$ cat src/rtl/async_mem_seq_if.sv
// CPU-side bus of the asynchronous memory sequencer: request, captured
// address/data and the completion handshake.
interface async_mem_seq_if;
    logic        req;
    logic        we;
    logic [15:0] addr;
    logic [7:0]  wdata;
    logic [7:0]  rdata;
    logic        ack;
    logic        busy;

    modport master (
        output req, we, addr, wdata,
        input  rdata, ack, busy
    );

    modport slave (
        input  req, we, addr, wdata,
        output rdata, ack, busy
    );
endinterface

$ cat src/rtl/async_mem_seq.sv
// Bus-cycle sequencer that turns a CPU request into a timed select pulse
// on a boot ROM window or a RAM window, then returns read data with ack.
module async_mem_seq #(
    parameter int unsigned ACCESS_CYCLES = 2,
    parameter logic [15:0] ROM_BASE      = 16'hFF00,
    parameter logic [15:0] RAM_BASE      = 16'h0000
) (
    input  logic                  clk,
    input  logic                  rst,
    async_mem_seq_if.slave        cpu,
    output logic                  rom_sel_o,
    output logic [7:0]            rom_a_o,
    input  logic [7:0]            rom_dout_i,
    output logic                  ram_sel_o,
    output logic                  ram_we_o,
    output logic [9:0]            ram_a_o,
    output logic [7:0]            ram_din_o,
    input  logic [7:0]            ram_dout_i
);

    typedef enum logic [1:0] {
        IDLE,
        SETUP,
        ACCESS,
        DONE
    } state_e;

    localparam logic [3:0] COUNT_LOAD = 4'(ACCESS_CYCLES - 1);

    state_e      state_q, state_d;
    logic [3:0]  count_q, count_d;
    logic [15:0] addr_q, addr_d;
    logic        we_q, we_d;
    logic [7:0]  wdata_q, wdata_d;
    logic [7:0]  rdata_q, rdata_d;

    logic        romHit;
    logic        ramHit;
    logic        inAccess;

    // ROM wins when both windows overlap, so RAM hit is masked by ROM hit.
    assign romHit   = (addr_q[15:8] == ROM_BASE[15:8]);
    assign ramHit   = !romHit && (addr_q[15:10] == RAM_BASE[15:10]);
    assign inAccess = (state_q == ACCESS);

    always_ff @(posedge clk or posedge rst) begin
        if (rst) begin
            state_q <= IDLE;
            count_q <= 4'd0;
            addr_q  <= 16'd0;
            we_q    <= 1'b0;
            wdata_q <= 8'd0;
            rdata_q <= 8'd0;
        end else begin
            state_q <= state_d;
            count_q <= count_d;
            addr_q  <= addr_d;
            we_q    <= we_d;
            wdata_q <= wdata_d;
            rdata_q <= rdata_d;
        end
    end

    always_comb begin
        state_d = state_q;
        count_d = count_q;
        addr_d  = addr_q;
        we_d    = we_q;
        wdata_d = wdata_q;
        rdata_d = rdata_q;

        case (state_q)
            IDLE: begin
                if (cpu.req) begin
                    addr_d  = cpu.addr;
                    we_d    = cpu.we;
                    wdata_d = cpu.wdata;
                    state_d = SETUP;
                end
            end
            SETUP: begin
                count_d = COUNT_LOAD;
                state_d = ACCESS;
            end
            ACCESS: begin
                // Data is sampled on the last select cycle; writes leave rdata alone.
                if (count_q == 4'd0) begin
                    state_d = DONE;
                    if (!we_q) begin
                        if (romHit) begin
                            rdata_d = rom_dout_i;
                        end else if (ramHit) begin
                            rdata_d = ram_dout_i;
                        end else begin
                            rdata_d = 8'hFF;
                        end
                    end
                end else begin
                    count_d = count_q - 4'd1;
                end
            end
            DONE: begin
                state_d = IDLE;
            end
            default: begin
                state_d = IDLE;
            end
        endcase
    end

    // ROM is read-only: a write into its window raises no select at all.
    assign rom_sel_o = inAccess && romHit && !we_q;
    assign ram_sel_o = inAccess && ramHit;
    assign ram_we_o  = ram_sel_o && we_q;
    assign rom_a_o   = addr_q[7:0];
    assign ram_a_o   = addr_q[9:0];
    assign ram_din_o = wdata_q;

    assign cpu.rdata = rdata_q;
    assign cpu.ack   = (state_q == DONE);
    assign cpu.busy  = (state_q != IDLE);

endmodule

$ cat src/flat_wrapper.sv
// flat-port wrapper written by rule: the top's interface ports become plain ports
module async_mem_seq_flat 
#(
    parameter int unsigned ACCESS_CYCLES = 2,
    parameter logic [15:0] ROM_BASE      = 16'hFF00,
    parameter logic [15:0] RAM_BASE      = 16'h0000
)
  (clk, rst, rom_sel_o, rom_a_o, rom_dout_i, ram_sel_o, ram_we_o, ram_a_o, ram_din_o, ram_dout_i, cpu_req, cpu_we, cpu_addr, cpu_wdata, cpu_rdata, cpu_ack, cpu_busy);
  async_mem_seq_if cpu_i ();
  input  logic clk;
  input  logic rst;
  output logic rom_sel_o;
  output logic [7:0] rom_a_o;
  input  logic [7:0] rom_dout_i;
  output logic ram_sel_o;
  output logic ram_we_o;
  output logic [9:0] ram_a_o;
  output logic [7:0] ram_din_o;
  input  logic [7:0] ram_dout_i;
  input wire logic [$bits(cpu_i.req)-1:0] cpu_req;
  input wire logic [$bits(cpu_i.we)-1:0] cpu_we;
  input wire logic [$bits(cpu_i.addr)-1:0] cpu_addr;
  input wire logic [$bits(cpu_i.wdata)-1:0] cpu_wdata;
  output wire logic [$bits(cpu_i.rdata)-1:0] cpu_rdata;
  output wire logic [$bits(cpu_i.ack)-1:0] cpu_ack;
  output wire logic [$bits(cpu_i.busy)-1:0] cpu_busy;
  assign cpu_i.req = cpu_req;
  assign cpu_i.we = cpu_we;
  assign cpu_i.addr = cpu_addr;
  assign cpu_i.wdata = cpu_wdata;
  assign cpu_rdata = cpu_i.rdata;
  assign cpu_ack = cpu_i.ack;
  assign cpu_busy = cpu_i.busy;
  async_mem_seq #(.ACCESS_CYCLES(ACCESS_CYCLES), .ROM_BASE(ROM_BASE), .RAM_BASE(RAM_BASE)) u_core (.clk(clk), .rst(rst), .cpu(cpu_i), .rom_sel_o(rom_sel_o), .rom_a_o(rom_a_o), .rom_dout_i(rom_dout_i), .ram_sel_o(ram_sel_o), .ram_we_o(ram_we_o), .ram_a_o(ram_a_o), .ram_din_o(ram_din_o), .ram_dout_i(ram_dout_i));
endmodule
$ cat config.mk
export PLATFORM = sky130hd
export DESIGN_NAME = async_mem_seq_flat
export DESIGN_NICKNAME = d
export VERILOG_FILES = /design/src/rtl/async_mem_seq_if.sv /design/src/rtl/async_mem_seq.sv /design/src/flat_wrapper.sv
export SDC_FILE = /design/constraint.sdc
export NUM_CORES = 1
export LEC_CHECK = 0
export ABC_AREA = 1
export CAP_MARGIN = 20
export CORE_ASPECT_RATIO = 1.2
export CORE_MARGIN = 2
export CORE_UTILIZATION = 43
export CTS_CLUSTER_SIZE = 8
export DETAILED_ROUTE_END_ITERATION = 6
export PLACE_DENSITY = 0.8
export SLEW_MARGIN = 20
export SYNTH_ARGS = -nofsm -noshare
export SYNTH_HDL_FRONTEND = slang
export SYNTH_SLANG_ARGS = --single-unit
$ cat constraint.sdc
create_clock -name clk -period 1.93 [get_ports clk]
set_clock_uncertainty 0.15 [all_clocks]
set_input_delay 0.579 -clock clk [delete_from_list [all_inputs] [get_ports clk]]
set_output_delay 0.579 -clock clk [all_outputs]
set_load 0.01 [all_outputs]
# After elaboration in Yosys (flattened, before gate mapping)
# Index checks and enable logic that the tools add are counted.
# word_totals
register_bits	39
inputBits	44
out_inout_bits	39
word_cells	38
# classes
n_addsub	1
eq_ne	7
mux	7
n_bitwise	1
reduce_logical	16
# op_table
cell	n
two-way mux 8 bit	2
equality test 8 bit, second input constant	1
case mux 2 bit (4 select lines)	1
case mux 4 bit (2 select lines)	1
zero test 6 bit	1
!= test 2 bit, second input constant	3
AND reduction 2 bit	3
logical AND 1 bit	5
equality test 2 bit, second input constant	2
zero test 4 bit	1
two-way mux 2 bit	2
two-way mux 4 bit	1
nonzero test 2 bit	2
subtractor 4 x 1 -> 4 bit, second input constant	1
AND reduction 3 bit	1
equality test 2 x 1 -> 1 bit, second input constant	1
zero test 1 bit	2
zero test 2 bit	1
NOT 1 bit	1

# Logic depth before layout (Yosys ltp)
# Gate-level depths: netlist of the first run.
# logic_depth
depth_word	5
depth_mapped	8
mapped_depth_nobuf	7

# Worst setup path before layout of the first run
# Ideal clock, no wire load.
# synth_timing
path_type	register -> output
startpoint	register u_core.state_q[0]
endpoint	output ram_we_o
arrival_ns	1.110
required_ns	1.201
path_slack_ns	0.091
path_stages_with_launch	6
n_path_buf	1
cell_sequence	dfrtp_1 -> inv_1 -> ha_1 -> buf_4 -> inv_1 -> nor3_1
# synth_via
elab_chain_cells	3
# synth_rtl
element	line	text
from (decl)	async_mem_seq.sv:30	state_e state_q, state_d;
from (signal assigned)	async_mem_seq.sv:55	state_q <= state_d;
equality test 2 bit	async_mem_seq.sv:44	assign inAccess = (state_q == ACCESS);
logical AND 1 bit	async_mem_seq.sv:113	assign ram_sel_o = inAccess && ramHit;
logical AND 1 bit	async_mem_seq.sv:114	assign ram_we_o = ram_sel_o && we_q;
to (decl)	flat_wrapper.sv:16	output logic ram_we_o;
# Every way passes these cells.

# Final worst setup path of the first run
# layout_timing
startpoint	register u_core.addr_q[14]
endpoint	output ram_we_o
# layout_via
elab_chain_cells	5
word_cells_on_any_way	6
cone_classes	eq/ne: 1; reduce/logical: 5
# layout_rtl
element	line	text
from (decl)	async_mem_seq.sv:32	logic [15:0] addr_q, addr_d;
from (signal assigned)	async_mem_seq.sv:57	addr_q <= addr_d;
equality test 8 bit	async_mem_seq.sv:42	assign romHit = (addr_q[15:8] == ROM_BASE[15:8]);
zero test 1 bit	async_mem_seq.sv:43	assign ramHit = !romHit && (addr_q[15:10] == RAM_BASE[15:10]);
logical AND 1 bit *	async_mem_seq.sv:43	
logical AND 1 bit *	async_mem_seq.sv:113	
logical AND 1 bit *	async_mem_seq.sv:114	
# Every way passes the cells marked *; elsewhere a longest branch is shown, timed or not.

==> summary.md, run 1 <==
| Metric | Value |
|---|---|
| Status | complete, but fails checks |
| Failing checks | setup timing |
| Average wire per standard cell | ~13 µm |
| Register area share after synthesis | 47.1% |
| Synth Warn # | 0 |
| # port buffers | 82 |
| Max H-tree Level | 2 |
| HPWL after DPL | 3300 µm |
| # setup viols final | 3 |
| DRT iter0 DRCs | 149 |
| Largest family of logic cells by synthesized area | simple AND/OR/NAND/NOR gates |
| Final slew viol count | 0 |
| Final min period | 1.95 ns |
| Worst Setup Start Kind | flop |
| Max VDD drop | 885 µV |
| Power per cell area | ~1500 nW/µm² |
| Core footprint | 4630 µm² |
| Total power | about 4700 µW |
| Fraction of layout cells with a size suffix above 1 | 28.8% |
| Unrepaired setup endpoints after global routing | yes |
| Initial antenna violation count | 0 |
| Clock root cell | clkbuf_8 |
| Seq cells post-synth | 39 |
| Synth Area in Adders | 3.62% |
| Post-Synth XOR/XNOR Area | 0.422% |
| Vias | 1,680 |
| Clk slew on worst S/H paths | ~0.080 ns |
| Num CTS Buffers | 5 |
| Finished Core Util | 68.7% |
| Synth Instances | 196 |
| Fmax | 512 MHz |
| Leakage | 0.00161 µW |
| CP Capture Type | output pin |
| Critical Path Fanout Max | 3 |
| ANT cells | 0 |
| Max_slew headroom | 84.4% |
| Arrival @ worst endpoint | 1.22 ns |
| # DRC | 0 |
| Critical path required time | roughly 1.2 ns |
| Final Cycle Share | 101% |
| Post-route ant nets | 0 |
| Layout area overhead | 53.3% |
| CTS tree | done |
| Worst-Skew Late Latency | just under 0.3 ns |
| Global-route usage over all layers | 17.8% |
| Mean Syn Cell Area | 10.6 µm² |
| GPL Wtd Cong | 0.736 |
| Cell variety after synth | 24 |
| Starting Density | 44.8% |
| Hold buffers post-CTS | 0 |
| Setup WS post-layout | -0.0238 ns |
| Clk buf depth | 2 |
| Endpoints failing hold | 0 |
| Pre-CTS setup slack | -0.221 ns |
| CTS sink count | 39 |
| Post-synthesis simple-gate area fraction | 19.3% |
| Final Instance Area | 3180 µm² |
| Placed instance area | 3000 µm² |
| Mux cell area share after synthesis | 16.3% |
| Tightest Hold Check Type | flop to flop |
| Least-Margin Pin Slew | 0.234 ns |
| Syn_nets | 246 |
| DRT Pass-1 Iters | 5 |
| First-pass GRT wire length | 7230 µm |
| I/O Pins | 83 |
| Row count | 27 |
| Cell area after synthesis | slightly above 2000 µm² |
| Gr ovfl total | 0 |
| Chip height | roughly 80 µm |
| Leading cell type in the layout, fill and taps excluded | clkdlybuf4s50_1 |
| Most frequent cells in the layout | clkdlybuf4s50_1, dfrtp_1, nand2_1 |
| Vias in the first global route | 1,607 |
| Hold Slack | 0.340 ns |
| Final WL | 4720 µm |
| # Max-Cap Violations | 0 |
| Net count, final | around 340 |
| Avg Vias per Cell | 4.80 |
| Chip width | 67.4 µm |
| Crit Path Category | flop to output pin |
| Die area | approximately 5400 µm² |
| Largest net degree at the start of global routing | 40 |
| Compound-gate portion of the synthesized area | 1.87% |
[cells by family (layout without fill, tap and decap cells)]
logic type	after synthesis	after routing
buf+inv	40	136
flops	39	39
simple gates	79	79
fa+ha+maj	6	6
mux	24	24
xor+xnor	1	1
compound gates	7	7
[sequential cells by signal, summed over array words and instances (netlist names)]
signal / flops
u_core.cpu.rdata: 8
u_core.we_q: 1
u_core.ram_din_o: 8
u_core.state_q: 2
u_core.count_q: 4
u_core.addr_q: 16
[worst paths after layout]
| kind | from | endpoint | slack [ns] | depth (start not counted) |
|---|---|---|---|---|
| min in group asynchronous | rst | u_core.cpu.rdata[0] | 0.49 | 3 |
| max reg2reg | u_core.state_q[1] | u_core.addr_q[4] | 0.22 | 7 |
| min reg2reg | u_core.cpu.rdata[0] | u_core.cpu.rdata[0] | 0.34 | 2 |
| min | u_core.cpu.rdata[0] | u_core.cpu.rdata[0] | 0.34 | 2 |
| max | u_core.addr_q[14] | ram_we_o | -0.02 | 4 |
| max in group asynchronous | rst | u_core.addr_q[6] | 0.94 | 3 |
[synth_stat cells (all sizes together)]
master   n  area [µm²]
inv     19        71.3
nand2   36         148
buf     21         165
nand3   12        60.1
xor2     1        8.76
nor3     1        5.00
nor2    13        71.3
dfrtp   39         976
mux2    24         338
a21oi    2        13.8
or2      1        6.26
o21ai    5        25.0
nand3b   8        60.1
nand4    8        50.1
ha       6        75.1
[layout make-up]
class / instances / area [µm²]
Sequential cell: 39 / 976
Inverter: 19 / 73.8
Tap cell: 58 / 72.6
Fill cell: 354 / 1450
Multi-Input combinational cell: 117 / 911
Clock buffer: 7 / 76.3
Timing Repair Buffer: 109 / 1060
Clock inverter: 1 / 5.00
[where the power goes]
part           total [µW]  switching [µW]  internal [µW]
Clock                 531             277            254
Combinational        2660            1140           1530
Sequential           1490             266           1220
[critical path: stages, from the launching register on]
cell     delay, ns
dfrtp_1       0.42
nor2_2        0.15
nand3_2       0.11
nor3_2        0.11
buf_2         0.15
[metrics by stage]
step / instances / TNS, ns
floorplan: 196 / 0
global placement: 336 / -0.673
detailed placement: 336 / -0.803
CTS: 346 / -0.167
global route: 350 / -0.300
finish: 350 / -0.0327
[routing by layer]
metal	routed length, µm	GRT usage (%)	up-vias
met5	0	0	-
met4	51	6.12	0
met3	369	5.60	4
met2	2460	31.5	75
met1	1840	19.9	789
li1	-	-	812
[timing repair]
| action | CTS | global route |
|---|---|---|
| cloned | 0 | 0 |
| setup buffers | 3 | 4 |
| pin swaps | 6 | 7 |
| gates resized for setup | 52 | 18 |
| setup endpoints to repair | 25 | 18 |
No activity file was read; power rests on OpenSTA's default activity.
==> run 2: changes to the inputs <==
--- a/config.mk
+++ b/config.mk
@@ -9,10 +9,10 @@
 export CAP_MARGIN = 20
 export CORE_ASPECT_RATIO = 1.2
 export CORE_MARGIN = 2
-export CORE_UTILIZATION = 43
+export CORE_UTILIZATION = 40
 export CTS_CLUSTER_SIZE = 8
 export DETAILED_ROUTE_END_ITERATION = 6
-export PLACE_DENSITY = 0.8
+export PLACE_DENSITY = 0.75
 export SLEW_MARGIN = 20
 export SYNTH_ARGS = -nofsm -noshare
 export SYNTH_HDL_FRONTEND = slang
==> run 2 against run 1 <==
Net effect: the flow still finishes with violations (setup timing); largest cell class unchanged; critical path depth is the same; cell count grew 1.7%; combinational power is 5% higher; sequential cell count stayed put; core utilization down 3.4 points; sequential power barely moved; sequential share of layout area down 0.66 points; total power is 2.5% higher; die area is 7.1% higher; setup slack lost 0.048 ns.
==> summary.md, run 2 (synthesis results as in run 1) <==
| Metric | Value |
|---|---|
| Net count, final | 345 (+1.2%) |
| I/O Pins | 83 (unchanged) |
| Critical Path Fanout Max | 3 (unchanged) |
| Critical-path top delay cell | dfrtp_1 |
| Least-Margin Pin Slew | 0.246 ns (+0.0114 ns) |
| First-pass GRT wire length | 8180 µm (+13%) |
| Hold path start | u_core.cpu.rdata[1] |
| Clock share of power | 11.1% (-0.2 points) |
| Unrepaired setup endpoints after global routing | yes |
| CTS tree | done |
| Sequential power share | 31.0% (-0.8 points) |
| Avg Vias per Cell | 4.72 (-1.6%) |
| CP Capture Type | output pin |
| Clk buf depth | 2 (unchanged) |
| # DRC | 0 (unchanged) |
| Crit-path leading delay family | simple AND/OR/NAND/NOR gates |
| Final Instance Area | 3250 µm² (+2.2%) |
| Leakage | 0.00166 µW (+3.1%) |
| Largest Register | u_core.addr_q |
| Largest register FFs | 16 (unchanged) |
| Row count | 28 (+3.7%) |
| Vias in the first global route | 1,814 (+13%) |
| Starting Density | 41.7% (-3.1 points) |
| Final slew viol count | 0 (unchanged) |
| Fraction of layout cells with a size suffix above 1 | 30.4% (+1.6 points) |
| Worst-Skew Late Latency | 0.28 ns (about the same) |
| Crit path buf inv count | 1 (unchanged) |
| HPWL after DPL | 3390 µm (+2.9%) |
| Gr ovfl total | 0 (unchanged) |
| Cell count after placement | 340 (+1.2%) |
| Clock root cell | clkbuf_8 |
| Largest net degree at the start of global routing | 40 (unchanged) |
| Combinational power share | 58.0% (+1.2 points) |
| Endpoints failing hold | 0 (unchanged) |
| Status | complete, but fails checks |
| Crit Path Category | flop to output pin |
| Final WL | 4760 µm (+0.91%) |
| Post-route ant nets | 0 (unchanged) |
| Internal power | 3080 µW (+2.7%) |
| Layout area overhead | 56.7% |
| Sw Ratio | 35.7% (-0.13 points) |
| Core footprint | 4970 µm² (+7.5%) |
| Failing checks | setup timing |
| Critical path, cell by cell | nor2_2, nand3_2, nor3_2, buf_2 |
| CTS sink count | 39 (unchanged) |
| Chip height | 82.9 µm (+3.5%) |
| Arrival @ worst endpoint | 1.27 ns (+0.05 ns) |
| ANT cells | 0 (unchanged) |
| Final Cycle Share | 104% (+2.5 points) |
| Max VDD drop | 872 µV (-1.4%) |
| Chip width | 69.7 µm (+3.5%) |
| Fin cells | 356 (+1.7%) |
| Most frequent cells in the layout | clkdlybuf4s50_1, dfrtp_1, nand2_1 |
| Clk slew on worst S/H paths | 0.08 ns (about the same) |
| # Max-Cap Violations | 0 (unchanged) |
| # port buffers | 82 (unchanged) |
| Fmax | 500 MHz (-2.4%) |
| Max_slew headroom | 83.6% (-0.72 points) |
| Setup WS post-layout | -0.0713 ns (-0.0475 ns) |
| GPL Wtd Cong | 0.769 (+4.4%) |
| Initial antenna violation count | 0 (unchanged) |
| Average wire per standard cell | 13.4 µm (-0.79%) |
| Reg-to-Reg Start | u_core.state_q[0] |
| Worst Setup Start Kind | flop |
| DRT iter0 DRCs | 85 (-43%) |
| # setup viols final | 3 (unchanged) |
| Global-route usage over all layers | 17.3% (-0.52 points) |
| Critical path required time | 1.20 ns (about the same) |
| Power per cell area | 1480 nW/µm² (+0.28%) |
| Vias | 1,682 (+0.12%) |
| DRT Pass-1 Iters | 4 (-1) |
| Worst Setup SP | u_core.addr_q[15] |
| Placed instance area | 3010 µm² (+0.58%) |
| Switching power | 1710 µW (+2.1%) |
| Leading cell type in the layout, fill and taps excluded | clkdlybuf4s50_1 |
| Die area | 5780 µm² (+7.1%) |
| Crit-path max cell delay | 0.41 ns (about the same) |
| Tightest Hold Check Type | flop to flop |
| Num CTS Buffers | 5 (unchanged) |
| Final min period | 2.00 ns (+0.0475 ns) |
| Max H-tree Level | 2 (unchanged) |
[run 2: changes by cell type in the layout (fill, tap and decap cells not counted), sizes merged]
cell / previous run / this run
dlymetal6s2s: 14 / 16
dlygate4sd2: 19 / 17
buf: 32 / 36
[run 2: worst paths after layout]
| kind | end | slack, ns | cells past startpoint |
|---|---|---|---|
| worst min register to register | u_core.cpu.rdata[1] | 0.33 | 2 |
| worst min-delay path | u_core.cpu.rdata[1] | 0.33 | 2 |
| worst max register to register | u_core.addr_q[4] | 0.26 | 7 |
| min in group asynchronous | u_core.count_q[0] | 0.48 | 3 |
| worst max-delay path | ram_we_o | -0.07 | 4 |
| max in group asynchronous | u_core.ram_din_o[4] | 0.93 | 3 |
[run 2: power groups by stage]
stage	Sequential [µW]	Combinational (µW)	Clock, µW
floorplan	1550	1500	0
detailed placement	1500	2680	0
CTS	1490	2710	549
global placement	1480	2620	0
global route	1540	3030	588
finish	1490	2780	531
[run 2: worst min-delay path: cells and delay by family (launching register included)]
family	cells	cell delay, ns
DFF	1	0.35
and+or+nand+nor	2	0.10
[run 2: repair_timing]
action                                 in CTS  in global routing
setup endpoints to repair                  24                 21
setup buffers                               4                  4
gates resized for setup                    52                 26
hold buffers                                0                  0
pin swaps                                   3                  5
endpoints found under the hold margin       0                  0
[run 2: stage by stage]
step	setup WS, ns	hold WS, ns	power (µW)	TNS [ns]	utilization [%]
2_1_floorplan	0.0913	0.312	3050	0	-
3_3_place_gp	-0.209	0.316	4110	-0.701	60.6
3_5_place_dp	-0.241	0.318	4170	-0.771	60.6
4_1_cts	-0.0848	0.338	4750	-0.109	63.2
5_1_grt	-0.146	0.362	5160	-0.424	65.3
6_report	-0.0713	0.331	4800	-0.120	65.3
[run 2: area by class of cell]
class,instances,area [µm²]
Timing Repair Buffer,113,1120
Fill cell,408,1730
Multi-Input combinational cell,117,926
Tap cell,60,75.1
Clock buffer,7,76.3
Inverter,19,73.8
Clock inverter,1,5.00
Sequential cell,39,976
[run 2: metal layers]
metal | up-vias | GRT usage [%] | part of all wire (%)
li1 | 819 | - | -
met1 | 798 | 20.0 | 41
met2 | 61 | 30.9 | 51
met3 | 4 | 6.07 | 7.5
met4 | 0 | 3.67 | 0.57
met5 | - | 0 | 0
==> run 3: changes to the inputs <==
--- a/config.mk
+++ b/config.mk
@@ -13,6 +13,7 @@
 export CTS_CLUSTER_SIZE = 8
 export DETAILED_ROUTE_END_ITERATION = 6
 export PLACE_DENSITY = 0.75
+export SKIP_CTS_REPAIR_TIMING = 1
 export SLEW_MARGIN = 20
 export SYNTH_ARGS = -nofsm -noshare
 export SYNTH_HDL_FRONTEND = slang
==> constraint.sdc (replaced) <==
create_clock -name clk -period 2.55 [get_ports clk]
set_clock_uncertainty 0.15 [all_clocks]
set_input_delay 0.765 -clock clk [delete_from_list [all_inputs] [get_ports clk]]
set_output_delay 0.765 -clock clk [all_outputs]
set_load 0.01 [all_outputs]
==> run 3 against run 2 <==
Net effect: the flow now finishes without violations; via count is 6.7% lower; sequential share of layout area is 3.0 points higher; count of clock-buffer cells in the layout is 1 lower; register-to-register slack better by 0.53 ns; non-clock buffer count is 23 lower; die area stayed put; design area is 9.2% lower; critical endpoint is now cpu_ack.
==> summary.md, run 3 (synthesis results as in run 1) <==
| Metric | Value |
|---|---|
| Leading cell type in the layout, fill and taps excluded | clkdlybuf4s50_1 |
| ANT cells | 0 (unchanged) |
| Chip width | 69.7 µm (unchanged) |
| R2R cell count | 4 (-3) |
| Starting Density | 41.7% (unchanged) |
| Final slew viol count | 0 (unchanged) |
| Worst-Skew Late Latency | 0.28 ns (about the same) |
| Vias in the first global route | 1,646 (-9.3%) |
| Average wire per standard cell | 12.7 µm (-4.6%) |
| Arrival @ worst endpoint | 1.42 ns (+0.15 ns) |
| Final Instance Area | 2950 µm² (-9.2%) |
| Critical Path Fanout Max | 4 (+1) |
| Critical path required time | 1.64 ns (+0.44 ns) |
| Layout area overhead | 42.2% |
| CTS tree | done |
| GPL Wtd Cong | 0.799 (+4.0%) |
| Row count | 28 (unchanged) |
| Gr ovfl total | 0 (unchanged) |
| Net count, final | 322 (-6.7%) |
| Unrepaired setup endpoints after global routing | no |
| Max_slew headroom | 70.5% (-13 points) |
| Avg Vias per Cell | 4.74 (+0.39%) |
| Endpoints failing hold | 0 (unchanged) |
| Power per cell area | 1120 nW/µm² (-24%) |
| Crit-path max cell delay | 0.54 ns (+0.13 ns) |
| # port buffers | 82 (unchanged) |
| DRT Pass-1 Iters | 4 (unchanged) |
| Reg2reg end | u_core.addr_q[4] |
| Hold path depth | 2 (unchanged) |
| Total power | 3310 µW (-31%) |
| Placed instance area | 2860 µm² (-5.0%) |
| Final WL | 4220 µm (-11%) |
| Cell count after placement | 325 (-4.4%) |
| Hold endpoint | u_core.cpu.rdata[7] |
| DRT iter0 DRCs | 42 (-51%) |
| I/O Pins | 83 (unchanged) |
| Critical-path top delay cell | clkdlybuf4s50_1 |
| Crit path buf inv count | 1 (unchanged) |
| Crit-path leading delay family | buffers and inverters |
| First-pass GRT wire length | 7380 µm (-9.7%) |
| Leakage | 0.00140 µW (-15%) |
| Tightest Hold Check Type | flop to flop |
| Largest register FFs | 16 (unchanged) |
| Hold path start | u_core.cpu.rdata[7] |
| Post-route ant nets | 0 (unchanged) |
| Final min period | 2.33 ns |
| Largest Register | u_core.addr_q |
| Reg-to-Reg Start | u_core.state_q[1] |
| Setup_tns | 0 ns (+0.120 ns) |
| Most frequent cells in the layout | clkdlybuf4s50_1, dfrtp_1, nand2_1 |
| Clk buf depth | 2 (unchanged) |
| Vias | 1,570 (-6.7%) |
| Chip height | 82.9 µm (unchanged) |
| Max VDD drop | 546 µV (-37%) |
| Worst Setup Start Kind | flop |
| Fraction of layout cells with a size suffix above 1 | 18.5% (-12 points) |
| Largest net degree at the start of global routing | 27 (-33%) |
| # Max-Cap Violations | 0 (unchanged) |
| Status | finished clean |
| Crit Path Category | flop to output pin |
| Final Cycle Share | between 90 and 100% |
| Least-Margin Pin Slew | 0.442 ns (+0.197 ns) |
| # setup viols final | 0 (-3) |
| Clk slew on worst S/H paths | 0.07 ns (about the same) |
| Fin cells | 331 (-7.0%) |
| Die area | 5780 µm² (unchanged) |
| HPWL after DPL | 3160 µm (-6.8%) |
| CTS sink count | 39 (unchanged) |
| CP Capture Type | output pin |
| # DRC | 0 (unchanged) |
| Critical path, cell by cell | ha_1, clkdlybuf4s50_1 |
| Clock root cell | clkbuf_8 |
| Fmax | 429 MHz |
| Global-route usage over all layers | 15.6% (-1.8 points) |
| FF-to-FF setup slack | 0.79 ns (+0.53 ns) |
| Core footprint | 4970 µm² (unchanged) |
| Num CTS Buffers | 5 (unchanged) |
| Initial antenna violation count | 0 (unchanged) |
| Max H-tree Level | 2 (unchanged) |
run 3: cell count changes in the layout (fill, tap and decap cells not counted), sizes merged:
cell | before | now
dlygate4sd2 | 17 | 0
dlymetal6s2s | 16 | 4
clkdlybuf4s50 | 44 | 78
clkinv | 1 | 0
clkbuf | 7 | 6
buf | 36 | 8
run 3: stage by stage:
stage	utilization, %	setup WS, ns	hold WS, ns
after global placement	57.6	0.164	0.316
final	59.3	0.218	0.334
after detailed placement	57.6	0.134	0.316
after CTS	59.0	-0.184	0.335
after global routing	59.3	0.0823	0.357
after floorplan	-	0.525	0.312
run 3: cell type report:
type	count	area [µm²]
fillers	440	2030
well taps	60	75.1
clock buffers	6	72.6
flip-flops and latches	39	976
repair buffers	90	891
inverters	19	71.3
multi-input cells	117	863
run 3: how the worst max path moves through the flow:
stage	from	to	slack, ns	depth (start not counted)
CTS	u_core.state_q[0]	ram_we_o	-0.18	5
global route	u_core.state_q[0]	ram_we_o	0.08	5
global placement	u_core.state_q[0]	ram_we_o	0.16	5
floorplan	u_core.state_q[0]	ram_we_o	0.53	5
detailed placement	u_core.state_q[0]	ram_we_o	0.13	5
finish	u_core.state_q[1]	cpu_ack	0.22	2
run 3: report_power, final:
part / internal, µW / switching, µW / total (µW)
sequential: 927 / 218 / 1150
clock: 182 / 191 / 373
combinational: 1050 / 738 / 1790
total: 2160 / 1150 / 3310
run 3: worst reg2reg max path, cell delays in order, from the launching register on:
cell and delay, ns:
dfrtp_1 0.41, inv_1 0.10, ha_1 0.24, nand2_4 0.36
mux2_2 0.39
run 3: routing by layer:
metal  global-route usage [%]  part of all wire (%)
met3                     5.22                   8.1
met4                     5.07                   1.2
met1                     18.7                    43
met5                        0                     0
met2                     26.1                    48
